[config.mk]
export PLATFORM = sky130hd
export DESIGN_NAME = pim_buf_streamer
export DESIGN_NICKNAME = d
export VERILOG_FILES = /design/src/rtl/pim_buf_pkg.sv /design/src/rtl/pim_stream_fifo.sv /design/src/rtl/pim_buf_streamer.sv
export SDC_FILE = /design/constraint.sdc
export NUM_CORES = 1
export LEC_CHECK = 0
export CAP_MARGIN = 10
export CORE_ASPECT_RATIO = 1.25
export CORE_MARGIN = 2
export CORE_UTILIZATION = 46
export CTS_BUF_LIST = sky130_fd_sc_hd__clkbuf_8
export DETAILED_ROUTE_END_ITERATION = 6
export HOLD_SLACK_MARGIN = 0.05
export PLACE_DENSITY = 0.83
export RECOVER_POWER = 100
export SYNTH_ARGS = -nofsm -noshare
export SYNTH_HDL_FRONTEND = slang
export SYNTH_HIERARCHICAL = 1
export SYNTH_SLANG_ARGS = --single-unit
[constraint.sdc]
create_clock -name i_clk -period 3.3 [get_ports i_clk]
set_input_delay 0.495 -clock i_clk [delete_from_list [all_inputs] [get_ports i_clk]]
set_output_delay 0.495 -clock i_clk [all_outputs]
set_load 0.005 [all_outputs]
[src/rtl/pim_buf_pkg.sv]
// Shared definitions for the PIM buffer read streamer: controller states,
// buffer word geometry and the tie-off value for the byte-lane write enables.
package pim_buf_pkg;

   // Burst controller states
   typedef enum logic [1:0] {
      IDLE  = 2'd0,
      RUN   = 2'd1,
      DRAIN = 2'd2,
      DONE  = 2'd3
   } stream_state_t;

   // One buffer word is 32 bits wide, so consecutive words are 4 bytes apart
   localparam int PIM_WORD_BYTES = 4;

   // Byte-lane write enables are active-low; all ones keeps every lane disabled
   localparam logic [3:0] PIM_BUF_NO_WRITE_MASK = 4'b1111;

   // Clears the byte-offset bits so a byte address points at the start of its word
   function automatic logic [31:0] word_align(input logic [31:0] byte_addr);
      return {byte_addr[31:2], 2'b00};
   endfunction

endpackage

[src/rtl/pim_stream_fifo.sv]
// Small synchronous FIFO used as the output stage of the buffer streamer.
// Writes become visible at the head one cycle later (no combinational bypass).
// A push and a pop in the same cycle are both honoured, even when the FIFO is
// full (the freed slot is refilled) or empty (the pop is simply ignored).
module pim_stream_fifo #(
   parameter int WIDTH = 32,
   parameter int DEPTH = 2
) (
   input  logic                     clk,
   input  logic                     rst,
   input  logic                     push,
   input  logic                     pop,
   input  logic [WIDTH-1:0]         wr_data,
   output logic [WIDTH-1:0]         rd_data,
   output logic                     full,
   output logic                     empty,
   output logic [$clog2(DEPTH):0]   count
);

   localparam int AW = $clog2(DEPTH);
   localparam logic [AW:0] DEPTH_CNT = (AW+1)'(DEPTH);

   logic [WIDTH-1:0] mem [DEPTH];
   logic [AW-1:0]    wr_ptr;
   logic [AW-1:0]    rd_ptr;
   logic             do_push;
   logic             do_pop;

   assign empty   = (count == '0);
   assign full    = (count == DEPTH_CNT);
   assign do_pop  = pop && !empty;
   assign do_push = push && (!full || do_pop);
   assign rd_data = mem[rd_ptr];

   // Pointer and occupancy bookkeeping; a reset flushes everything stored
   always_ff @(posedge clk) begin
      if (rst) begin
         wr_ptr <= '0;
         rd_ptr <= '0;
         count  <= '0;
      end else begin
         if (do_push) begin
            wr_ptr <= wr_ptr + AW'(1);
         end
         if (do_pop) begin
            rd_ptr <= rd_ptr + AW'(1);
         end
         case ({do_push, do_pop})
            2'b10:   count <= count + (AW+1)'(1);
            2'b01:   count <= count - (AW+1)'(1);
            default: count <= count;
         endcase
      end
   end

   // Storage array; contents need no reset because the pointers define validity
   always_ff @(posedge clk) begin
      if (do_push) begin
         mem[wr_ptr] <= wr_data;
      end
   end

endmodule

[src/rtl/pim_buf_streamer.sv]
// Read-side initiator for the PIM buffer SRAM port. A start command launches a
// burst of word reads from a base address; the fixed one-cycle SRAM latency is
// turned into a valid/ready stream through a credit-tracked output FIFO.
// The buffer is never written.
//
// Optional build macro: PIM_BUF_STREAMER_STRIDE_EN adds i_stride, a word
// stride latched at start (address step = i_stride*4, wrapping in the decoded
// address space). Without it the step is one word.
module pim_buf_streamer
   import pim_buf_pkg::*;
#(
   parameter int MEM_ADDR_WIDTH = 15,
   parameter int LEN_WIDTH      = 16,
   parameter int FIFO_DEPTH     = 2
) (
   input  logic                        i_clk,
   input  logic                        i_rst,
   input  logic                        i_start,
   input  logic [31:0]                 i_base_addr,
   input  logic [LEN_WIDTH-1:0]        i_len,
`ifdef PIM_BUF_STREAMER_STRIDE_EN
   input  logic [MEM_ADDR_WIDTH-3:0]   i_stride,
`endif
   output logic                        o_busy,
   output logic                        o_done,
   output logic [31:0]                 o_buf_addr,
   input  logic [31:0]                 i_buf_rd_data,
   output logic [31:0]                 o_buf_wr_data,
   output logic [3:0]                  o_buf_size,
   output logic                        o_buf_write,
   output logic                        o_buf_read,
   output logic [31:0]                 o_data,
   output logic                        o_valid,
   input  logic                        i_ready
);

   localparam int CW = $clog2(FIFO_DEPTH) + 1;

   stream_state_t              state;
   stream_state_t              state_next;

   logic [MEM_ADDR_WIDTH-1:0]  addr_q;
   logic [MEM_ADDR_WIDTH-1:0]  addr_step;
   logic [LEN_WIDTH-1:0]       remaining;
   logic                       inflight;
   logic                       issue;
   logic                       pop;
   logic                       accept;

   logic [31:0]                fifo_rd_data;
   logic                       fifo_empty;
   logic                       unused_fifo_full;
   logic [CW-1:0]              fifo_count;

   logic [CW:0]                credits_used;
   logic [CW:0]                credits_limit;

`ifdef PIM_BUF_STREAMER_STRIDE_EN
   logic [MEM_ADDR_WIDTH-3:0]  stride_q;

   assign addr_step = {stride_q, 2'b00};
`else
   assign addr_step = MEM_ADDR_WIDTH'(PIM_WORD_BYTES);
`endif

   // A start only counts while idle; later pulses are ignored
   assign accept = (state == IDLE) && i_start;

   // The stream consumes the FIFO head whenever the consumer is ready
   assign pop = !fifo_empty && i_ready;

   // Credit check: words stored plus the word in flight, less the word leaving
   // this cycle, must leave a free slot so the capture next cycle always fits
   assign credits_used  = {1'b0, fifo_count} + {{CW{1'b0}}, inflight};
   assign credits_limit = (CW+1)'(FIFO_DEPTH) + {{CW{1'b0}}, pop};
   assign issue         = (state == RUN) && (credits_used < credits_limit);

   // State register
   always_ff @(posedge i_clk) begin
      if (i_rst) begin
         state <= IDLE;
      end else begin
         state <= state_next;
      end
   end

   // Next-state logic; DRAIN anticipates the final pop so o_done follows the
   // last transfer by exactly one cycle
   always_comb begin
      state_next = state;
      case (state)
         IDLE: begin
            if (i_start) begin
               state_next = (i_len != '0) ? RUN : DONE;
            end
         end
         RUN: begin
            if (issue && (remaining == LEN_WIDTH'(1))) begin
               state_next = DRAIN;
            end
         end
         DRAIN: begin
            if (!inflight && (fifo_empty || ((fifo_count == CW'(1)) && pop))) begin
               state_next = DONE;
            end
         end
         DONE: begin
            state_next = IDLE;
         end
         default: begin
            state_next = IDLE;
         end
      endcase
   end

   // Address generator, word counter and the one-deep in-flight tag
   always_ff @(posedge i_clk) begin
      if (i_rst) begin
         addr_q    <= '0;
         remaining <= '0;
         inflight  <= 1'b0;
`ifdef PIM_BUF_STREAMER_STRIDE_EN
         stride_q  <= '0;
`endif
      end else begin
         inflight <= issue;
         if (accept) begin
            addr_q    <= MEM_ADDR_WIDTH'(word_align(i_base_addr));
            remaining <= i_len;
`ifdef PIM_BUF_STREAMER_STRIDE_EN
            stride_q  <= i_stride;
`endif
         end else if (issue) begin
            addr_q    <= addr_q + addr_step;
            remaining <= remaining - LEN_WIDTH'(1);
         end
      end
   end

   // Read data arriving for the previous issue is captured unconditionally
   pim_stream_fifo #(
      .WIDTH (32),
      .DEPTH (FIFO_DEPTH)
   ) u_fifo (
      .clk     (i_clk),
      .rst     (i_rst),
      .push    (inflight),
      .pop     (pop),
      .wr_data (i_buf_rd_data),
      .rd_data (fifo_rd_data),
      .full    (unused_fifo_full),
      .empty   (fifo_empty),
      .count   (fifo_count)
   );

   assign o_busy        = (state == RUN) || (state == DRAIN);
   assign o_done        = (state == DONE);
   assign o_buf_addr    = {{(32-MEM_ADDR_WIDTH){1'b0}}, addr_q};
   assign o_buf_wr_data = 32'h0;
   assign o_buf_size    = PIM_BUF_NO_WRITE_MASK;
   assign o_buf_write   = 1'b0;
   assign o_buf_read    = 1'b1;
   assign o_valid       = !fifo_empty;
   assign o_data        = fifo_empty ? 32'h0 : fifo_rd_data;

endmodule

==> results of run 1 <==
sequential cells by signal (all words and copies together) (netlist names), named ones only:
signal,cells
addr_q,13
u_fifo/wr_ptr,1
u_fifo/mem,64
state,2
remaining,16
inflight,1
u_fifo/rd_ptr,1
u_fifo/count,2
cells in the final DEF, fill, tap and decap left out, types with 5 or more instances in the layout:
cell	n
nand4_1	10
ha_1	10
xnor2_1	9
clkdlybuf4s50_1	33
o21ai_0	17
mux2_2	30
inv_1	16
dlygate4sd3_1	79
nand2_1	8
nand3_1	8
xor2_1	19
a211oi_1	17
a21oi_1	15
edfxtp_1	64
clkbuf_8	9
nor2_1	28
nor4_1	5
dfxtp_1	37
nor2b_1	31
conb_1	57
buf_4	8
worst max-delay path, cell delays in order, from the launching register on:
cell and delay [ns]:
dfxtp_1 0.50, ha_1 0.28, or3b_1 0.42, a2111oi_2 0.87, nand4_1 0.25, xor2_1 0.21, a21oi_1 0.08
final cells by class:
type	instances	share of cell area [%]
Clock buffer	9	1.96
Inverter	16	0.951
Clock inverter	7	1.27
Multi-Input combinational cell	306	32.3
Timing Repair Buffer	120	18.7
Antenna cell	1	0.0396
Sequential cell	101	42.1
Tap cell	135	2.67
per-stage QoR:
stage                     hold WS, ns  utilization, %  power (uW)
after global placement          0.485            56.0        3110
after CTS                       0.513            57.9        4000
after global routing            0.542            57.5        4140
after floorplan                 0.467               -        2680
final                           0.514            57.6        3880
after detailed placement        0.494            56.0        3180
power groups by stage:
stage                     clock [uW]  sequential, uW  combinational (uW)
after floorplan                    0            1750                 930
after global placement             0            1770                1350
after detailed placement           0            1790                1400
after CTS                        828            1760                1410
after global routing             884            1780                1470
final                            802            1750                1320
worst max-delay path by stage:
stage	startpoint	endpoint	slack, ns	cells past startpoint
after floorplan	u_fifo/count[1]	u_fifo/mem[0][0]	0.26	5
after global placement	i_ready	remaining[15]	0.77	6
after detailed placement	i_ready	remaining[15]	0.66	6
after CTS	flip-flop	o_data[0]	0.67	4
after global routing	inflight	remaining[15]	0.41	6
final	inflight	remaining[15]	0.56	6
metal layers:
metal / share of wire, % / wire (um)
met4: 0.92 / 94
met3: 6.2 / 632
met2: 52 / 5250
met5: 0 / 0
met1: 41 / 4200
==> impl_metrics.tcl, run 1 <==
set metrics [dict create \
    status "completed" \
    placed_cells 678 \
    cts-root-buf "clkbuf_8" \
    pwr-share-comb_pct 34.1 \
    stdcell_area_um2 6320 \
    slew-limit-headroom_pct 39.6 \
    clock_latency_ns 0.36 \
    met1_usage_pct 19.5 \
    ios 189 \
    grt_pass1_vias 3355 \
    power.density_nw_per_um2 614 \
    synthCells 444 \
    clock-sinks 101 \
    p_int_uw 2580 \
    drive_gt1_share_pct 12.0 \
    hold_path_end "remaining[6]" \
    wirelength_mm 10.2 \
    gp_congestion 0.810 \
    fp.dieW_um 98.4 \
    ir_drop_v 0.000399 \
    cap_viol_max_count 0 \
    port_buffers 112 \
    syn2layout_area_growth_pct 23.4 \
    min_from "remaining[6]" \
    antenna_found_initial 1 \
    drcViolationCount 0 \
    placed_cell_area_um2 6150 \
    setup.worst_path.class "flip-flop to flip-flop" \
    switchingPower_uw 1300 \
    nNetsFinal 648 \
    htree_levels 3 \
    multi_input_area_um2 2040 \
    reg2regPathDepth 6 \
    clk_pin_slew_ns 0.10 \
    setup_slack_ns 0.564 \
    fill_cells 925 \
    overflow 0 \
    drt-initial-drc-count 102 \
    critical_path.endpoint_type "flip-flop" \
    fin_crit_sh_pct 82.9 \
    layout.area.seq_um2 2660 \
    hold_depth 2 \
    tns_ns 0 \
    die_h_um 122 \
    syn_avg_cell_area_um2 11.5 \
    grt_max_degree 35 \
    slew_viol_final 0 \
    worstPathRequired_ns 3.55 \
    drt_first_pass_iters 4 \
    cts_buffers 9 \
    core_area_um2 11000 \
    netlist_area_um2 5120 \
    top_usage_layer "met2" \
    fin_cells 695 \
    yosysWarningCount 6 \
    met3_usage_pct 4.13 \
    skew_ns 0.00949 \
    cts_resized 0 \
    dp_hpwl_mm 7.37 \
    startpoint_type "flip-flop" \
    crit_arrival_ns 2.98 \
    swShare_pct 33.6 \
    hold_viol 0 \
    r2r_slack_ns 0.56 \
    rsz0062_at_grt "no" \
    ant_nets 0 \
    hp-class "flip-flop to flip-flop" \
    grt_use_met2_pct 30.7 \
    clockBufferDepth 2 \
    worstMarginPinSlew_ns 0.904 \
    leakage_uw 0.00243 \
    fmax_mhz 365 \
    setup_viol 0 \
    start_util_pct 46.6 \
    wl_per_cell_um 14.6 \
    dp_slack_ns 0.659 \
    post_cts_buffers 0 \
    vias 3447 \
    cts_hold_buf 0 \
    die-area_um2 12000 \
    finalCriticalPeriod_ns 2.74 \
    timing.rr.start "inflight" \
    grt_util_all_layers_pct 16.7 \
    cts_tree "yes" \
    worstPathMaxFanout 8 \
    r2r-end "remaining[15]" \
    p_clk_share_pct 20.7 \
    rows 43 \
    via_per_inst 4.96 \
    pwr-share-seq_pct 45.2 \
    grt_pass1_wl_mm 16.0 \
]
Note: power is estimated with default switching activity, not from simulation.
==> run 2, diff against run 1 <==
- CORE_UTILIZATION: 46 -> 42
- PLACE_DENSITY: 0.83 -> 0.79
- clock period: 3.3 -> 2.3 ns (I/O delays scaled with it)
==> impl_metrics.tcl, run 2 (synthesized netlist as in run 1, its figures left out) <==
set metrics [dict create \
    clockBufferDepth 2 \
    die-area_um2 13100 \
    overflow 0 \
    final_cell_mix "edfxtp_1, conb_1, clkdlybuf4s50_1" \
    fmax_mhz 453 \
    p_total_uw 5760 \
    largest_register_ffs 64 \
    vias 3486 \
    wl_per_cell_um 14.6 \
    fp.dieW_um 103 \
    final_common_cell "edfxtp_1" \
    ant_nets 0 \
    nNetsFinal 656 \
    setup.worst_path.class "flip-flop to output pin" \
    stdcell_area_um2 6580 \
    core_area_um2 12000 \
    clk_pin_slew_ns 0.09 \
    startpoint_type "flip-flop" \
    wirelength_mm 10.7 \
    ir_drop_v 0.000756 \
    cts_buffers 9 \
    drcViolationCount 0 \
    post_cts_buffers 0 \
    via_per_inst 4.76 \
    crit_arrival_ns 1.86 \
    grt_util_all_layers_pct 15.5 \
    syn2layout_area_growth_pct 28.5 \
    layout.area.seq_um2 2670 \
    drive_gt1_share_pct 13.8 \
    path_buf_inv 2 \
    start_util_pct 42.5 \
    crit_path_top_delay_cell "clkdlybuf4s50_1" \
    top_regs "u_fifo/mem x64, remaining x16, addr_q x13" \
    status "completed" \
    clock-sinks 101 \
    regMostFlops "u_fifo/mem" \
    critical_path.endpoint_type "output pin" \
    ios 189 \
    worst_path_largest_cell_delay_ns 0.44 \
    finalCriticalPeriod_ns 2.21 \
    grt_pass1_vias 3234 \
    grt_pass1_wl_mm 15.8 \
    dp_hpwl_mm 7.19 \
    htree_levels 3 \
    multi_input_area_um2 2060 \
    antenna_found_initial 2 \
    cts-root-buf "clkbuf_8" \
    rsz0062_at_grt "no" \
    crit_chain "clkbuf_16, mux2_2, nor2b_1, clkdlybuf4s50_1" \
    slew_viol_final 0 \
    die_h_um 127 \
    setup_viol 0 \
    fin_cells 732 \
    slew-limit-headroom_pct 65.1 \
    drt_first_pass_iters 4 \
    hp-class "flip-flop to flip-flop" \
    placed_cells 712 \
    fin_crit_sh_pct 96.1 \
    drt-initial-drc-count 114 \
    min_from "remaining[6]" \
    worstPathRequired_ns 1.96 \
    hold_viol 0 \
    grt_max_degree 58 \
    cap_viol_max_count 0 \
    worst_path_dominant_cell_family "buffers and inverters" \
    timing.rr.start "u_fifo/count[0]" \
    gp_congestion 0.881 \
    placed_cell_area_um2 6280 \
    worstPathMaxFanout 8 \
    worstMarginPinSlew_ns 0.520 \
    rows 45 \
    power.density_nw_per_um2 875 \
    clock_latency_ns 0.36 \
    port_buffers 112 \
    fill_cells 1047 \
    cts_hold_buf 0 \
    leakage_uw 0.00248 \
    fin_util_pct 54.6 \
    skew_ns 0.0117 \
    cts_tree "yes" \
]
-- run 2: cell types whose count changed in the layout (fill, tap and decap cells not counted), sizes merged --
cell	before	now
dlygate4sd3	79	47
clkdlybuf4s50	33	56
buf	8	13
clkdlybuf4s25	0	4
dlymetal6s2s	0	3
clkbuf	9	11
clkinv	2	4
dlygate4sd2	0	2
inv	19	17
bufbuf	0	1
-- run 2: worst reg2reg max path, stage by stage, from the launching register on --
cell,delay (ns)
dfxtp_1,0.34
ha_1,0.18
ha_1,0.21
or2b_2,0.34
a2111oi_4,0.33
clkbuf_2,0.24
nand4_1,0.15
xor2_1,0.18
a21oi_1,0.14
-- run 2: final cells by class --
cell class                 instances  share of cell area [%]
inverter                          16                   0.913
clock buffer                       9                    1.88
antenna                            1                  0.0380
clock inverter                     7                    1.12
timing repair buffer             128                    21.0
sequential                       101                    40.5
multi-input combinational        306                    31.4
tap                              164                    3.12
-- run 2: report_power, final --
part	switching, uW	internal (uW)	total, uW
clock	613	507	1120
combinational	1050	1080	2130
sequential	234	2270	2500
total	1900	3860	5760
-- run 2: worst paths after layout --
path	end	slack, ns	cells after the start
max	o_data[3]	0.09	4
min	remaining[6]	0.51	2
max reg2reg	remaining[15]	0.12	8
min reg2reg	remaining[6]	0.51	2
-- run 2: stage by stage --
step	hold slack (ns)	setup slack, ns	setup TNS, ns
global route	0.551	0.0105	0
global placement	0.486	-0.0570	-0.112
detailed placement	0.495	-0.131	-0.472
floorplan	0.417	-0.216	-13.84
finish	0.508	0.0908	0
CTS	0.509	0.00185	0
-- run 2: what timing repair did --
item,in CTS,in global routing
gates cloned,2,1
endpoints found under the setup margin,4,9
pin swaps,0,0
resized for setup,9,8
endpoints found under the hold margin,0,0
-- run 2: layer usage --
metal	vias to the layer above	GRT usage [%]	wire length, um
met2	135	27.0	5320
met5	-	0	13
met3	7	5.09	824
li1	1688	-	-
met1	1654	18.6	4480
met4	2	2.94	57
